### src/rtl/cache_pkg.sv
// cache_pkg
//   Shared definitions for the instruction-cache refill controller:
//   FSM state encoding, counter widths, the MAX_WAIT default and a
//   saturating-increment helper.
package cache_pkg;

  localparam int CNT_W        = 20;   // refill / stall counter width
  localparam int WAIT_W       = 10;   // wait timer width, covers MAX_WAIT up to 1023
  localparam int MAX_WAIT_DEF = 255;

  typedef enum logic [2:0] {
    ST_IDLE   = 3'd0,
    ST_REQ    = 3'd1,
    ST_FILL   = 3'd2,
    ST_SETTLE = 3'd3,
    ST_ERR    = 3'd4
  } refill_state_e;

  // Increment that sticks at all-ones.
  function automatic logic [CNT_W-1:0] sat_inc(input logic [CNT_W-1:0] v);
    return (&v) ? v : v + 1'b1;
  endfunction

endpackage

### src/rtl/refill_wait_timer.sv
// refill_wait_timer
//   Counts memory-request cycles that went by without an acknowledge.
//   Ports:
//     CLK, RESET  - clock, async active-low reset
//     clear       - zero the count (held while the FSM is outside REQ)
//     enable      - one REQ cycle elapsed with no MEM_ACK
//     expired     - this enabled cycle is the MAX_WAIT-th one without ACK
module refill_wait_timer
  import cache_pkg::*;
#(
  parameter int MAX_WAIT = MAX_WAIT_DEF
) (
  input  logic CLK,
  input  logic RESET,
  input  logic clear,
  input  logic enable,
  output logic expired
);

  logic [WAIT_W-1:0] cnt_q;

  always_ff @(posedge CLK or negedge RESET) begin
    if (!RESET)      cnt_q <= '0;
    else if (clear)  cnt_q <= '0;
    else if (enable) cnt_q <= cnt_q + 1'b1;
  end

  // Combinational so the FSM leaves REQ right after the MAX_WAIT-th
  // unanswered cycle rather than one cycle later.
  assign expired = enable && (cnt_q == WAIT_W'(MAX_WAIT - 1));

endmodule

### src/rtl/cache_refill_ctrl.sv
// cache_refill_ctrl
//   On a cache miss, fetches one word from main memory and strobes it
//   into the cache. Unanswered requests time out into a terminal error
//   state; FLUSH aborts an outstanding request.
//   Ports:
//     CLK, RESET          - clock, async active-low reset
//     PC, HitWrite, FLUSH - fetch address, hit flag (0 = miss), abort
//     MEM_REQ, MEM_ADDR   - word-aligned read request to memory
//     MEM_ACK, MEM_RDATA  - memory read response
//     Access_MM, Data_MM  - one-cycle refill strobe and word to the cache
//     MEM_ERR             - sticky timeout flag
//     CNT_FILL, CNT_STALL - saturating refill / REQ-cycle counters
module cache_refill_ctrl
  import cache_pkg::*;
#(
  parameter int MAX_WAIT = MAX_WAIT_DEF
) (
  input  logic             CLK,
  input  logic             RESET,
  input  logic [31:0]      PC,
  input  logic             HitWrite,
  input  logic             FLUSH,
  output logic             MEM_REQ,
  output logic [31:0]      MEM_ADDR,
  input  logic             MEM_ACK,
  input  logic [31:0]      MEM_RDATA,
  output logic             Access_MM,
  output logic [31:0]      Data_MM,
  output logic             MEM_ERR,
  output logic [CNT_W-1:0] CNT_FILL,
  output logic [CNT_W-1:0] CNT_STALL
);

  refill_state_e     state_q, state_d;
  logic [29:0]       addr_q;
  logic [31:0]       data_q;
  logic [CNT_W-1:0]  cnt_fill_q, cnt_stall_q;
  logic              in_req, wait_expired;
  logic              unused_pc_lsb;

  assign in_req        = (state_q == ST_REQ);
  assign unused_pc_lsb = ^PC[1:0];

  refill_wait_timer #(.MAX_WAIT(MAX_WAIT)) u_wait (
    .CLK     (CLK),
    .RESET   (RESET),
    .clear   (!in_req),
    .enable  (in_req && !MEM_ACK),
    .expired (wait_expired)
  );

  // State register
  always_ff @(posedge CLK or negedge RESET) begin
    if (!RESET) state_q <= ST_IDLE;
    else        state_q <= state_d;
  end

  // Next state. In REQ, FLUSH beats ACK, and ACK beats the timeout.
  always_comb begin
    state_d = state_q;
    unique case (state_q)
      ST_IDLE:   if (!HitWrite) state_d = ST_REQ;
      ST_REQ: begin
        if (FLUSH)             state_d = ST_IDLE;
        else if (MEM_ACK)      state_d = ST_FILL;
        else if (wait_expired) state_d = ST_ERR;
      end
      ST_FILL:   state_d = ST_SETTLE;
      // HitWrite is not looked at here: the cache has not yet lowered its
      // miss flag for the word just written.
      ST_SETTLE: state_d = ST_IDLE;
      ST_ERR:    state_d = ST_ERR;
      default:   state_d = ST_IDLE;
    endcase
  end

  // Outputs decoded from state
  always_comb begin
    MEM_REQ   = 1'b0;
    Access_MM = 1'b0;
    MEM_ERR   = 1'b0;
    unique case (state_q)
      ST_REQ:  MEM_REQ   = 1'b1;
      ST_FILL: Access_MM = 1'b1;
      ST_ERR:  MEM_ERR   = 1'b1;
      default: ;
    endcase
  end

  // Datapath: address latch, refill word, counters
  always_ff @(posedge CLK or negedge RESET) begin
    if (!RESET) begin
      addr_q      <= '0;
      data_q      <= '0;
      cnt_fill_q  <= '0;
      cnt_stall_q <= '0;
    end else begin
      if (state_q == ST_IDLE && !HitWrite) addr_q <= PC[31:2];
      if (in_req && MEM_ACK && !FLUSH)     data_q <= MEM_RDATA;
      if (state_q == ST_FILL)              cnt_fill_q  <= sat_inc(cnt_fill_q);
      if (in_req)                          cnt_stall_q <= sat_inc(cnt_stall_q);
    end
  end

  assign MEM_ADDR  = {addr_q, 2'b00};
  assign Data_MM   = data_q;
  assign CNT_FILL  = cnt_fill_q;
  assign CNT_STALL = cnt_stall_q;

endmodule

### config.mk
export PLATFORM = sky130hd
export DESIGN_NAME = cache_refill_ctrl
export DESIGN_NICKNAME = d
export VERILOG_FILES = /design/src/rtl/cache_pkg.sv /design/src/rtl/refill_wait_timer.sv /design/src/rtl/cache_refill_ctrl.sv
export SDC_FILE = /design/constraint.sdc
export NUM_CORES = 1
export LEC_CHECK = 0
export CAP_MARGIN = 30
export CORE_ASPECT_RATIO = 0.75
export CORE_MARGIN = 10
export CORE_UTILIZATION = 30
export CTS_CLUSTER_DIAMETER = 100
export DETAILED_ROUTE_END_ITERATION = 6
export SYNTH_ARGS = -nofsm -noshare
export SYNTH_HDL_FRONTEND = slang
export SYNTH_SLANG_ARGS = --single-unit
### constraint.sdc
create_clock -name CLK -period 2 [get_ports CLK]
set_input_delay 0.2 -clock CLK [delete_from_list [all_inputs] [get_ports CLK]]
set_output_delay 0.2 -clock CLK [all_outputs]
set_load 0.01 [all_outputs]
## Word-level counts from Yosys, hierarchy flattened

Cells that the tools add are included.

- Flip-flop bits (word level): 115
- Input port bits: 69
- Output and inout bits: 107
- Logic and storage cells: 42

- Add/sub/neg operators: 3
- Equality and inequality tests: 7
- Muxes and demuxes: 10
- Bitwise logic cells: 2
- Reduce and logical (&&, ||, !) cells: 14

Operator list:

| cell | number |
|---|---|
| $add 20x1->20 const B | 2 |
| $reduce_and 20->1 | 2 |
| $mux 10 | 2 |
| $mux 3 | 4 |
| $pmux 3 s4 | 1 |
| $add 10x1->10 const B | 1 |
| $eq 10x8->1 const B | 1 |
| $reduce_and 2->1 | 3 |
| $logic_and 1x1->1 | 5 |
| $ne 4x3->1 const B | 1 |
| $eq 3x1->1 const B | 1 |
| $eq 3x2->1 const B | 1 |
| $eq 3x3->1 const B | 1 |
| $logic_not 1->1 | 3 |
| $logic_not 3->1 | 1 |
| $mux 1 | 3 |
| $ne 2x1->1 const B | 1 |
| $ne 2x2->1 const B | 1 |
| $not 1->1 | 2 |

## Logic depth before layout (Yosys ltp)

Gate-level depths: netlist of run 1.

- Depth in word-level cells: 7
- Mapped depth: 7
- Gate-level depth less buffers: 7

## Hierarchy

Synthesis of run 1 repeated with hierarchy kept, for this count alone.

- Cells, all modules: 378
- Area, all modules: 4873.4 sq um

By module, submodules not included:

| module | times used | cells each | area each (sq um) | seq. area each (sq um) |
|---|---|---|---|---|
| cache_refill_ctrl | 1 | 325 | 4347.9 | 2627.5 |
| refill_wait_timer | 1 | 53 | 525.5 | 250.2 |

## Worst setup path after synthesis of run 1

Ideal clock, no wire load.

- Path kind: reg2reg
- From: reg cnt_fill_q[12] (netlist: CNT_FILL[12])
- To: reg cnt_fill_q[18] (netlist: CNT_FILL[18])
- Library setup time: 0.127 ns
- Arrival: 1.742 ns
- Required time: 1.873 ns
- Path slack: 0.130 ns
- Stages on the path, launching flop included: 6
- Path buffers: 0
- Period minus slack after synthesis: 1.870 ns
- Cells stage by stage: dfrtp_1 -> nand4_1 -> or4_4 -> nor2_2 -> and3_1 -> mux2_1

- Cells in the longest elaborated chain, start to end: 3
- Elaborated cells on any way between the ends: 4
- Classes of those cells: add/sub (1); bitwise (1); reduce/logical (2)

RTL lines:

| item | RTL line | source |
|---|---|---|
| start: declaration | cache_refill_ctrl.sv:37 | `logic [CNT_W-1:0] cnt_fill_q, cnt_stall_q;` |
| start signal: assignment | cache_refill_ctrl.sv:100 | `if (state_q == ST_FILL) cnt_fill_q <= sat_inc(cnt_fill_q);` |
| parallel branches: the longest is 3 deep, another holds $add 20x1->20 | n/a |  |

Several ways; the timed one is not identified.
A chain may end at the register's enable or synchronous reset.

## Final worst setup path of run 1

- From: reg state_q[0]
- To: reg state_q[2]

- Cells in the longest elaborated chain, start to end: 5
- Elaborated cells on any way between the ends: 10
- Classes of those cells: eq/ne (5); mux (1); reduce/logical (4)

RTL lines:

| item | RTL line | source |
|---|---|---|
| start: declaration | cache_refill_ctrl.sv:34 | `refill_state_e state_q, state_d;` |
| start signal: assignment | cache_refill_ctrl.sv:55 | `else state_q <= state_d;` |
| $eq 3x1->1 | cache_refill_ctrl.sv:41, cache_refill_ctrl.sv:61 |  |
| $logic_and 1x1->1 | cache_refill_ctrl.sv:48 | `.enable (in_req && !MEM_ACK),` |
| $logic_and 1x1->1 | refill_wait_timer.sv:30 | `assign expired = enable && (cnt_q == WAIT_W'(MAX_WAIT - 1));` |
| $ne 4x3->1 (no source line) | n/a |  |
| $reduce_and 2->1 (no source line) | n/a |  |

Several ways; a longest one is shown, not always the timed one.

==> results of run 1 <==
sequential cells by signal (all words and copies together), names as in the netlist:
signal        count
u_wait.cnt_q     10
CNT_STALL        20
Data_MM          32
addr_q           30
CNT_FILL         20
state_q           3
cell type report:
type / instances / share of cell area
Timing Repair Buffer: 189 / 0.248
Tap cell: 210 / 0.0344
Clock buffer: 23 / 0.0639
Inverter: 7 / 0.00344
Clock inverter: 9 / 0.0259
Multi-Input combinational cell: 239 / 0.247
Sequential cell: 115 / 0.377
cell usage after synthesis (all sizes together) (2+ instances only):
cell | n | area, um^2
dfrtp | 115 | 2880
mux2 | 66 | 747
xnor2 | 24 | 210
nor2 | 23 | 98.8
nand2 | 21 | 78.8
nand4 | 16 | 115
nand3 | 15 | 75.1
xor2 | 15 | 131
nor3 | 9 | 61.3
a21oi | 7 | 35.0
buf | 7 | 50.0
inv | 7 | 26.3
and3 | 6 | 37.5
a31oi | 4 | 25.0
clkbuf | 4 | 15.0
ha | 4 | 50.1
nor4 | 4 | 25.0
and2 | 3 | 18.8
nand4b | 2 | 17.5
o21a | 2 | 15.0
o21ai | 2 | 10.0
or3 | 2 | 12.5
or3b | 2 | 17.5
or4 | 2 | 22.5
layer usage:
layer / vias up / share of wire
met3: 14 / 0.073
met2: 76 / 0.50
met1: 1779 / 0.41
met5: - / 0
met4: 0 / 0.0099
li1: 1696 / -
path summary, 6_finish.rpt:
path / from / to / cells past startpoint
min in group CLK: MEM_RDATA[10] / Data_MM[10]$_DFFE_PN0P_ / 2
hold reg to reg: addr_q[8]$_DFFE_PN0P_ / addr_q[8]$_DFFE_PN0P_ / 1
max in group asynchronous: RESET / CNT_FILL[0]$_DFFE_PN0P_ / 3
setup reg to reg: state_q[0]$_DFFE_PN0P_ / state_q[2]$_DFFE_PN0P_ / 5
setup / recovery: state_q[0]$_DFFE_PN0P_ / state_q[2]$_DFFE_PN0P_ / 5
hold / removal: RESET / Data_MM[30]$_DFFE_PN0P_ / 2
report_power, final:
part / total, mW / switching [mW] / internal (mW) / leakage (nW)
logic: 3.99 / 1.59 / 2.40 / 1.48
clock network: 3.51 / 1.04 / 2.47 / 0.333
registers: 3.62 / 0.487 / 3.14 / 1.45
worst max-delay path: stages, from the launching register on:
cell	delay [ps]
sky130_fd_sc_hd__dfrtp_1	400
sky130_fd_sc_hd__or3b_4	420
sky130_fd_sc_hd__buf_4	190
sky130_fd_sc_hd__o41ai_1	450
sky130_fd_sc_hd__nor4_1	90
sky130_fd_sc_hd__or2_2	280
stage by stage:
stage	instances	setup WS, ps
after detailed placement	758	-21.4
after global placement	758	92.0
after CTS	792	1.85
after global routing	792	-32.7
final	792	42.8
after floorplan	372	130
kinds of logic (layout without fill, tap and decap cells):
logic type	after synthesis	count (layout)	synth area share
xor+xnor	39	39	0.0706
mux	66	66	0.154
simple gates	111	111	0.129
other cells	1	2	0.000775
compound gates	17	17	0.0217
buf+inv	18	228	0.0189
flops	115	115	0.595
fa+ha+maj	4	4	0.0103
repair_timing:
item | 4_1_cts | 5_1_grt
gates resized for setup | 3 | 4
buffers inserted | 1 | 0
endpoints found under the setup margin | 3 | 8
hold buffers | 1 | 0
pin swaps | 1 | 0
endpoints found under the hold margin | 31 | 0
==> results.md, run 1 <==
* Clk_lat worst skew at between 400 and 500 ps
* Total number of vias at approximately 3600
* DR pass1 iterations at 4
* Portion of the post-synthesis area used by sequential elements at 0.595
* Setup Total Neg Slack at 0 ps
* Yosys synthesis warning count at 0
* WHS at 278 ps
* Flop and latch count out of synthesis at roughly 120
* Crit path arrival time at between 2000 and 2500 ps
* Detail Placement HPWL at about 10000 um
* Standard cell core area at around 16000 um^2
* Run status: complete, no violations
* Commonest cells after routing, fill and taps aside: 167 x sky130_fd_sc_hd__clkdlybuf4s50_1, 114 x sky130_fd_sc_hd__dfrtp_1, 64 x sky130_fd_sc_hd__mux2_2, 24 x sky130_fd_sc_hd__xnor2_1, 21 x sky130_fd_sc_hd__nand2_1
* Fraction of synthesis flops using an asynchronous set or reset pin at 1.00
* Gr ovfl total at 0
* Area of combinational cells with multiple inputs at ~1900 um^2
* Post-synthesis instance total at 371
* Biggest fanout along the worst timing path at 8
* Maximum number of pins on one net before global-route repair at 44
* Max H-tree Level at 4
* Die area at roughly 22000 um^2
* Ratio of cells with drive above 1 in the final layout at 0.220
* Clock Pin Slew Worst Setup and Hold Paths at 60 ps
* Clock Tree Buf Depth at 2
* Total length of routed wires at 13200 um
* Met3 Usage GRT at 0.0580
* Number of slew-limit violations in the final report at 0
* Largest clock skew in the final design at approximately 11 ps
* Achievable Freq at around 510 MHz
* Setup repair after global routing missed its margin: true
* Max-cap violations at 0
* Fin crit period at ~2000 ps
* Overall die height at about 130 um
* Sequential standard cell area at 2880 um^2
* Overall Global Routing Usage at 0.122
* Final Hold Violating Endpoints at 0
* Endpoint kind of the worst setup timing path: flip-flop
* Critical path class: reg -> reg
* Worst ir drop on vdd at 0.724 mV
* Reg2reg setup slack at 40 ps
* Overall power at ~11 mW
* Number of inserted filler cells in the final layout at ~1500
* Area Growth Syn to Fin at 57.9%
* Antenna fix cells at 0
* Placer's final routability congestion estimate at about 0.78
* First-pass GRT wire length at around 21000 um
* Initial core utilization at 0.304
* Post-synth design cell area at ~4800 um^2
* DRC Markers at 0
* Highest-utilization routing layer at the global route stage: met2
* Standard-cell row count at 40
* Top Ports at 176
* DRC violation total after the first TritonRoute iteration at about 150
* Net count, final at roughly 640
* Met2 routing resource usage after global routing at 0.197
* Average via count per standard cell at about 4.5
* Placed standard-cell area at 6930 um^2
* I/O Buffers at between 150 and 200
* Wirelength per Cell at between 15 and 20 um
* Horizontal extent of the die at between 150 and 200 um
* Required time of the critical path at roughly 2300 ps
* Finished Cell Area at between 7000 and 8000 um^2
* Power per standard cell area at about 1500 nW/um^2
* Prevailing post-synth register cell: sky130_fd_sc_hd__dfrtp_1
* Startpoint type of the worst setup path: flip-flop
* Number of distinct library cells after synthesis at about 40
* Final Cycle Share at 0.979
* Antenna violations before repair at 0
* Commonest non-fill, non-tap cell in the layout: sky130_fd_sc_hd__clkdlybuf4s50_1
* EDFF count, synth at 0
* Post-detailed-route count of antenna-violating nets at 0
* Number of buffers added by the clock tree synthesis step at 17
* Clock Sinks at roughly 120
* Leakage at approximately 3.3 nW
* Final cell utilization of the core at 0.480
* TritonCTS clock tree: built
* Via count of the first global-routing pass at ~3800
* Mean Syn Cell Area at 13.0 um^2
* Met1 global-route usage at 0.141
* Classification of the worst-slack hold path: in -> async
* Root buffer cell: sky130_fd_sc_hd__clkbuf_16
* Final Setup Violations at 0
No activity file was read; power rests on OpenSTA's default activity.
==> inputs of run 2 (changes only) <==
- CORE_ASPECT_RATIO: 0.75 -> unset
- CTS_CLUSTER_SIZE: unset -> 30
- SKIP_CTS_REPAIR_TIMING: unset -> 1
==> results.md, run 2 (synthesis results as in run 1) <==
* Run status: finished, violations left
* Failing checks: setup timing
* Setup Total Neg Slack at -84.3 ps (-84.3 ps)
* TritonCTS clock tree: built
* Antenna violations before repair at 0 (unchanged)
* Classification of the worst-slack hold path: in -> async
* Total number of vias at 3595 (+0.84%)
* Fin crit period at 2080 ps (+127 ps)
* Sequential fraction of design power at 0.330 (+0.004)
* Setup repair after global routing missed its margin: true
* Worst ir drop on vdd at 0.706 mV (-2.4%)
* Power per standard cell area at 1440 nW/um^2 (-1.4%)
* Largest clock skew in the final design at 9.93 ps (-1.49 ps)
* Overall Global Routing Usage at 0.127 (+0.00477)
* Required time of the critical path at 1800 ps (-480 ps)
* Number of buffers added by the clock tree synthesis step at 17 (unchanged)
* Endpoint kind of the worst setup timing path: primary output
* Clk pwr share at 0.304 (-0.011)
* Area Growth Syn to Fin at 57.9% (unchanged)
* Clk_lat worst skew at 400 ps (about the same)
* Max-cap violations at 0 (unchanged)
* Post-detailed-route count of antenna-violating nets at 0 (unchanged)
* Switching Fraction at 0.280 (-0.000494)
* Initial core utilization at 0.306 (+0.00168)
* DRC Markers at 0 (unchanged)
* Critical path class: reg -> out
* Net count, final at 645 (+0.47%)
* Biggest fanout along the worst timing path at 4 (-4)
* Final Hold Violating Endpoints at 0 (unchanged)
* Ratio of cells with drive above 1 in the final layout at 0.221 (+0.000582)
* Top Ports at 176 (unchanged)
* Root buffer cell: sky130_fd_sc_hd__clkbuf_16
* Number of slew-limit violations in the final report at 0 (unchanged)
* Commonest non-fill, non-tap cell in the layout: sky130_fd_sc_hd__clkdlybuf4s50_1
* Non-Filler Instances at 801 (+1.1%)
* Overall die height at 147 um (+13%)
* Placed Cells at 766 (+1.1%)
* Switching power total at 3.07 mW (-1.5%)
* Clock Pin Slew Worst Setup and Hold Paths at 50 ps (about the same)
* Die area at 21600 um^2 (-0.25%)
* Average via count per standard cell at 4.49 (-0.29%)
* DRC violation total after the first TritonRoute iteration at 152 (+4.1%)
* Max reg flops at 32 (unchanged)
* Antenna fix cells at 0 (unchanged)
* Setup Slack @ Placement at 27.0 ps (+48.5 ps)
* Logic pwr share at 0.366 (+0.007)
* Via count of the first global-routing pass at 3962 (+5.5%)
* Overall power at 11.0 mW (-1.4%)
* Leakage at 3.26 nW (+0.14%)
* Clock Sinks at 115 (unchanged)
* Max H-tree Level at 4 (unchanged)
* Placer's final routability congestion estimate at 0.725 (-6.7%)
* Crit path arrival time at 1880 ps (-360 ps)
* Number of inserted filler cells in the final layout at 1405 (-3.2%)
* Wirelength per Cell at 16.4 um (-1.2%)
* Final Setup Violations at 1 (+1)
* Clock Tree Buf Depth at 2 (unchanged)
* Startpoint type of the worst setup path: flip-flop
* Total length of routed wires at 13200 um (about the same)
* Gr ovfl total at 0 (unchanged)
* Maximum number of pins on one net before global-route repair at 44 (unchanged)
* Final Cycle Share at 1.04 (+0.0635)
* Internal Pwr Total at 7.90 mW (-1.3%)
* Commonest cells after routing, fill and taps aside: 168 x sky130_fd_sc_hd__clkdlybuf4s50_1, 115 x sky130_fd_sc_hd__dfrtp_1, 64 x sky130_fd_sc_hd__mux2_2, 24 x sky130_fd_sc_hd__xnor2_1, 21 x sky130_fd_sc_hd__nand2_1
* Achievable Freq at 480 MHz (-6.1%)
* Final worst setup slack at -84.3 ps (-127 ps)
* I/O Buffers at 171 (unchanged)
* DR pass1 iterations at 4 (unchanged)
* Detail Placement HPWL at 9910 um (-0.56%)
* First-pass GRT wire length at 21800 um (+4.3%)
* Horizontal extent of the die at 147 um (-12%)
* Standard cell core area at 15800 um^2 (-0.55%)
* Standard-cell row count at 46 (+15%)
* WHS at 259 ps (-18.7 ps)
==> run 2: per-layer routing <==
metal | global-route usage | vias to the layer above | routed length [um]
met1 | 0.133 | 1788 | 4920
met5 | 0 | - | 0
met3 | 0.0590 | 7 | 926
li1 | - | 1700 | -
met4 | 0.0312 | 0 | 64
met2 | 0.224 | 100 | 7260
==> run 2: worst paths after layout <==
check                                        from                       end  slack, ps  depth (start not counted)
setup / recovery           state_q[1]$_DFFE_PN0P_                   MEM_ERR        -80                          3
hold / removal                              RESET   CNT_FILL[1]$_DFFE_PN0P_        260                          2
setup reg to reg           state_q[0]$_DFFE_PN0P_  CNT_STALL[7]$_DFFE_PN0P_        120                          6
hold reg to reg            Data_MM[9]$_DFFE_PN0P_    Data_MM[9]$_DFFE_PN0P_        500                          1
max in group asynchronous                   RESET     addr_q[5]$_DFFE_PN0P_       1070                          3
min in group CLK                           PC[12]    addr_q[10]$_DFFE_PN0P_        400                          2
==> run 2: metrics by stage <==
step	utilization	instance area [um^2]
floorplan	-	4840
global placement	0.438	6940
detailed placement	0.438	6940
CTS	0.479	7580
global route	0.483	7640
finish	0.483	7640
==> run 2: cell type report <==
class	instances	area, um^2	share of cell area
inverter	7	26.3	0.00344
tap	216	270	0.0354
multi-input combinational	239	1910	0.250
sequential	115	2880	0.377
clock buffer	21	440	0.0576
timing repair buffer	192	1910	0.250
clock inverter	11	208	0.0272
==> run 2: critical path: stages (launching register included) <==
cell and delay (ps):
sky130_fd_sc_hd__dfrtp_1 380, sky130_fd_sc_hd__buf_4 150, sky130_fd_sc_hd__nor3b_1 310, sky130_fd_sc_hd__clkdlybuf4s50_1 640
==> run 2: power by group through the flow <==
stage / combinational (mW) / sequential, mW / clock [mW]
after global placement: 3.95 / 3.61 / 0
after detailed placement: 4.02 / 3.67 / 0
after floorplan: 1.41 / 3.99 / 0
final: 4.01 / 3.63 / 3.33
after global routing: 4.32 / 3.75 / 3.56
after CTS: 4.05 / 3.63 / 3.44
==> inputs of run 3 (changes only) <==
- GPL_TIMING_DRIVEN: unset -> 0
- TNS_END_PERCENT: unset -> 1
- clock period: 2 -> 2.06 ns (I/O delays scaled with it)
==> results.md, run 3 (synthesis results as in run 1) <==
* Actual slew at the worst max-slew pin at 631 ps
* Final Cycle Share at 0.973
* Commonest non-fill, non-tap cell in the layout: sky130_fd_sc_hd__clkdlybuf4s50_1
* Post-detailed-route count of antenna-violating nets at 0 (unchanged)
* Clk_lat worst skew at 410 ps (about the same)
* Total length of routed wires at 12800 um (-3.0%)
* Clock Sinks at 115 (unchanged)
* Max-cap violations at 0 (unchanged)
* DRC Markers at 0 (unchanged)
* Clock Tree Buf Depth at 2 (unchanged)
* Ordered list of cells on the worst path: nor4_1 > clkbuf_1 > mux2_2
* Wirelength per Cell at 16.1 um (-1.9%)
* I/O Buffers at 170 (-0.58%)
* Leakage at 3.16 nW (-3.2%)
* Total number of vias at 3559 (-1.0%)
* Via count of the first global-routing pass at 3821 (-3.6%)
* Switching Fraction at 0.289 (+0.00927)
* Endpoint kind of the worst setup timing path: flip-flop
* Ratio of cells with drive above 1 in the final layout at 0.196 (-0.0243)
* Crit path arrival time at 2290 ps (+410 ps)
* Commonest cells after routing, fill and taps aside: 167 x sky130_fd_sc_hd__clkdlybuf4s50_1, 114 x sky130_fd_sc_hd__dfrtp_1, 64 x sky130_fd_sc_hd__mux2_2, 24 x sky130_fd_sc_hd__xnor2_1
* Gr ovfl total at 0 (unchanged)
* Setup Slack @ Placement at -155 ps (-182 ps)
* Horizontal extent of the die at 147 um (unchanged)
* Number of buffers added by the clock tree synthesis step at 17 (unchanged)
* Highest cell delay on the worst timing path at 590 ps (-50 ps)
* Clock Pin Slew Worst Setup and Hold Paths at 50 ps (about the same)
* Sequential fraction of design power at 0.348 (+0.018)
* Run status: complete, no violations
* Classification of the worst-slack hold path: in -> reg
* Initial core utilization at 0.306 (unchanged)
* Achievable Freq at about 500 MHz
* Relative max-transition margin at 0.576
* Biggest fanout along the worst timing path at 10 (+6)
* Largest clock skew in the final design at 6.85 ps (-3.08 ps)
* Antenna fix cells at 0 (unchanged)
* Switching power total at 2.93 mW (-4.5%)
* Required time of the critical path at 2350 ps (+550 ps)
* Internal Pwr Total at 7.21 mW (-8.8%)
* Final cell utilization of the core at 0.471 (-0.0118)
* Max stage delay cell, worst path: sky130_fd_sc_hd__nor4_1
* Setup repair after global routing missed its margin: true
* Net count, final at 636 (-1.4%)
* Power per standard cell area at 1360 nW/um^2 (-5.3%)
* Clk pwr share at 0.284 (-0.020)
* Root buffer cell: sky130_fd_sc_hd__clkbuf_16
* DR pass1 iterations at 4 (unchanged)
* TritonCTS clock tree: built
* First-pass GRT wire length at 21200 um (-2.9%)
* Max H-tree Level at 4 (unchanged)
* Setup Total Neg Slack at 0 ps (+84.3 ps)
* Overall die height at 147 um (unchanged)
* Startpoint type of the worst setup path: flip-flop
* Worst ir drop on vdd at 0.554 mV (-22%)
* Placer's final routability congestion estimate at 0.759 (+4.7%)
* Number of slew-limit violations in the final report at 0 (unchanged)
* DRC violation total after the first TritonRoute iteration at 98 (-36%)
* Top Ports at 176 (unchanged)
* Max reg flops at 32 (unchanged)
* Maximum number of pins on one net before global-route repair at 59 (+34%)
* Overall power at 10.1 mW (-7.6%)
* Final Hold Violating Endpoints at 0 (unchanged)
* Antenna violations before repair at 0 (unchanged)
* Logic pwr share at 0.369 (+0.003)
* Detail Placement HPWL at 9730 um (-1.8%)
* Overall Global Routing Usage at 0.123 (-0.00379)
* Critical path class: reg -> reg
* Bufs and invs on worst path at 1 (-1)
* Die area at 21600 um^2 (unchanged)
* Standard cell core area at 15800 um^2 (unchanged)
* Standard-cell row count at 46 (unchanged)
* Cell class contributing the biggest share of worst-path delay: simple AND/OR/NAND/NOR gates
* Final Setup Violations at 0 (-1)
* Final worst setup slack at 54.8 ps (+139 ps)
* Fin crit period at 2010 ps
* Area Growth Syn to Fin at 54.0%
* Average via count per standard cell at 4.49 (+0.12%)
-- run 3: worst reg2reg max path: cells and delay by family, from the launching register on --
family / cells / cell delay [ps]
buf+inv: 1 / 500
flops: 1 / 400
mux: 1 / 400
simple gates: 1 / 590
-- run 3: metal layers --
metal  up-vias  global-route usage  wire length (um)
li1       1690                   -                 -
met1      1772               0.131              4860
met2        79               0.212              6860
met3        18              0.0504               857
met4         0              0.0476               210
met5         -                   0                 0
-- run 3: power groups by stage --
stage          Combinational [mW]  Sequential (mW)  Clock, mW
2_1_floorplan                1.37             3.87          0
3_3_place_gp                 3.76             3.53          0
3_5_place_dp                 3.82             3.57          0
4_1_cts                      3.83             3.54       2.96
5_1_grt                      4.04             3.65       3.07
6_report                     3.74             3.52       2.88
-- run 3: final timing paths --
path                            cells past startpoint              startpoint  slack [ps]                     endpoint
max in group asynchronous                           3                   RESET        1050    CNT_STALL[18]$_DFFE_PN0P_
worst max register to register                      3  state_q[2]$_DFFE_PN0P_          50        addr_q[0]$_DFFE_PN0P_
min in group asynchronous                           2                   RESET         330       addr_q[28]$_DFFE_PN0P_
worst min register to register                      1  Data_MM[1]$_DFFE_PN0P_         500       Data_MM[1]$_DFFE_PN0P_
worst max-delay path                                3  state_q[2]$_DFFE_PN0P_          50        addr_q[0]$_DFFE_PN0P_
worst min-delay path                                3                 MEM_ACK         180  u_wait.cnt_q[1]$_DFFE_PN0P_
-- run 3: area by class of cell --
type,count,area (um^2)
fill,1444,8370
sequential,115,2880
multi-input combinational,239,1890
timing repair buffer,172,1750
clock buffer,28,507
tap,216,270
clock inverter,4,70.1
buffer,11,66.3
inverter,7,26.3
-- run 3: metrics by stage --
stage	hold WS, ps	instances	area, um^2
after floorplan	-89.6	372	4840
after global placement	488	758	6820
after detailed placement	215	759	6840
after CTS	-228	791	7420
after global routing	186	792	7450
final	183	792	7450
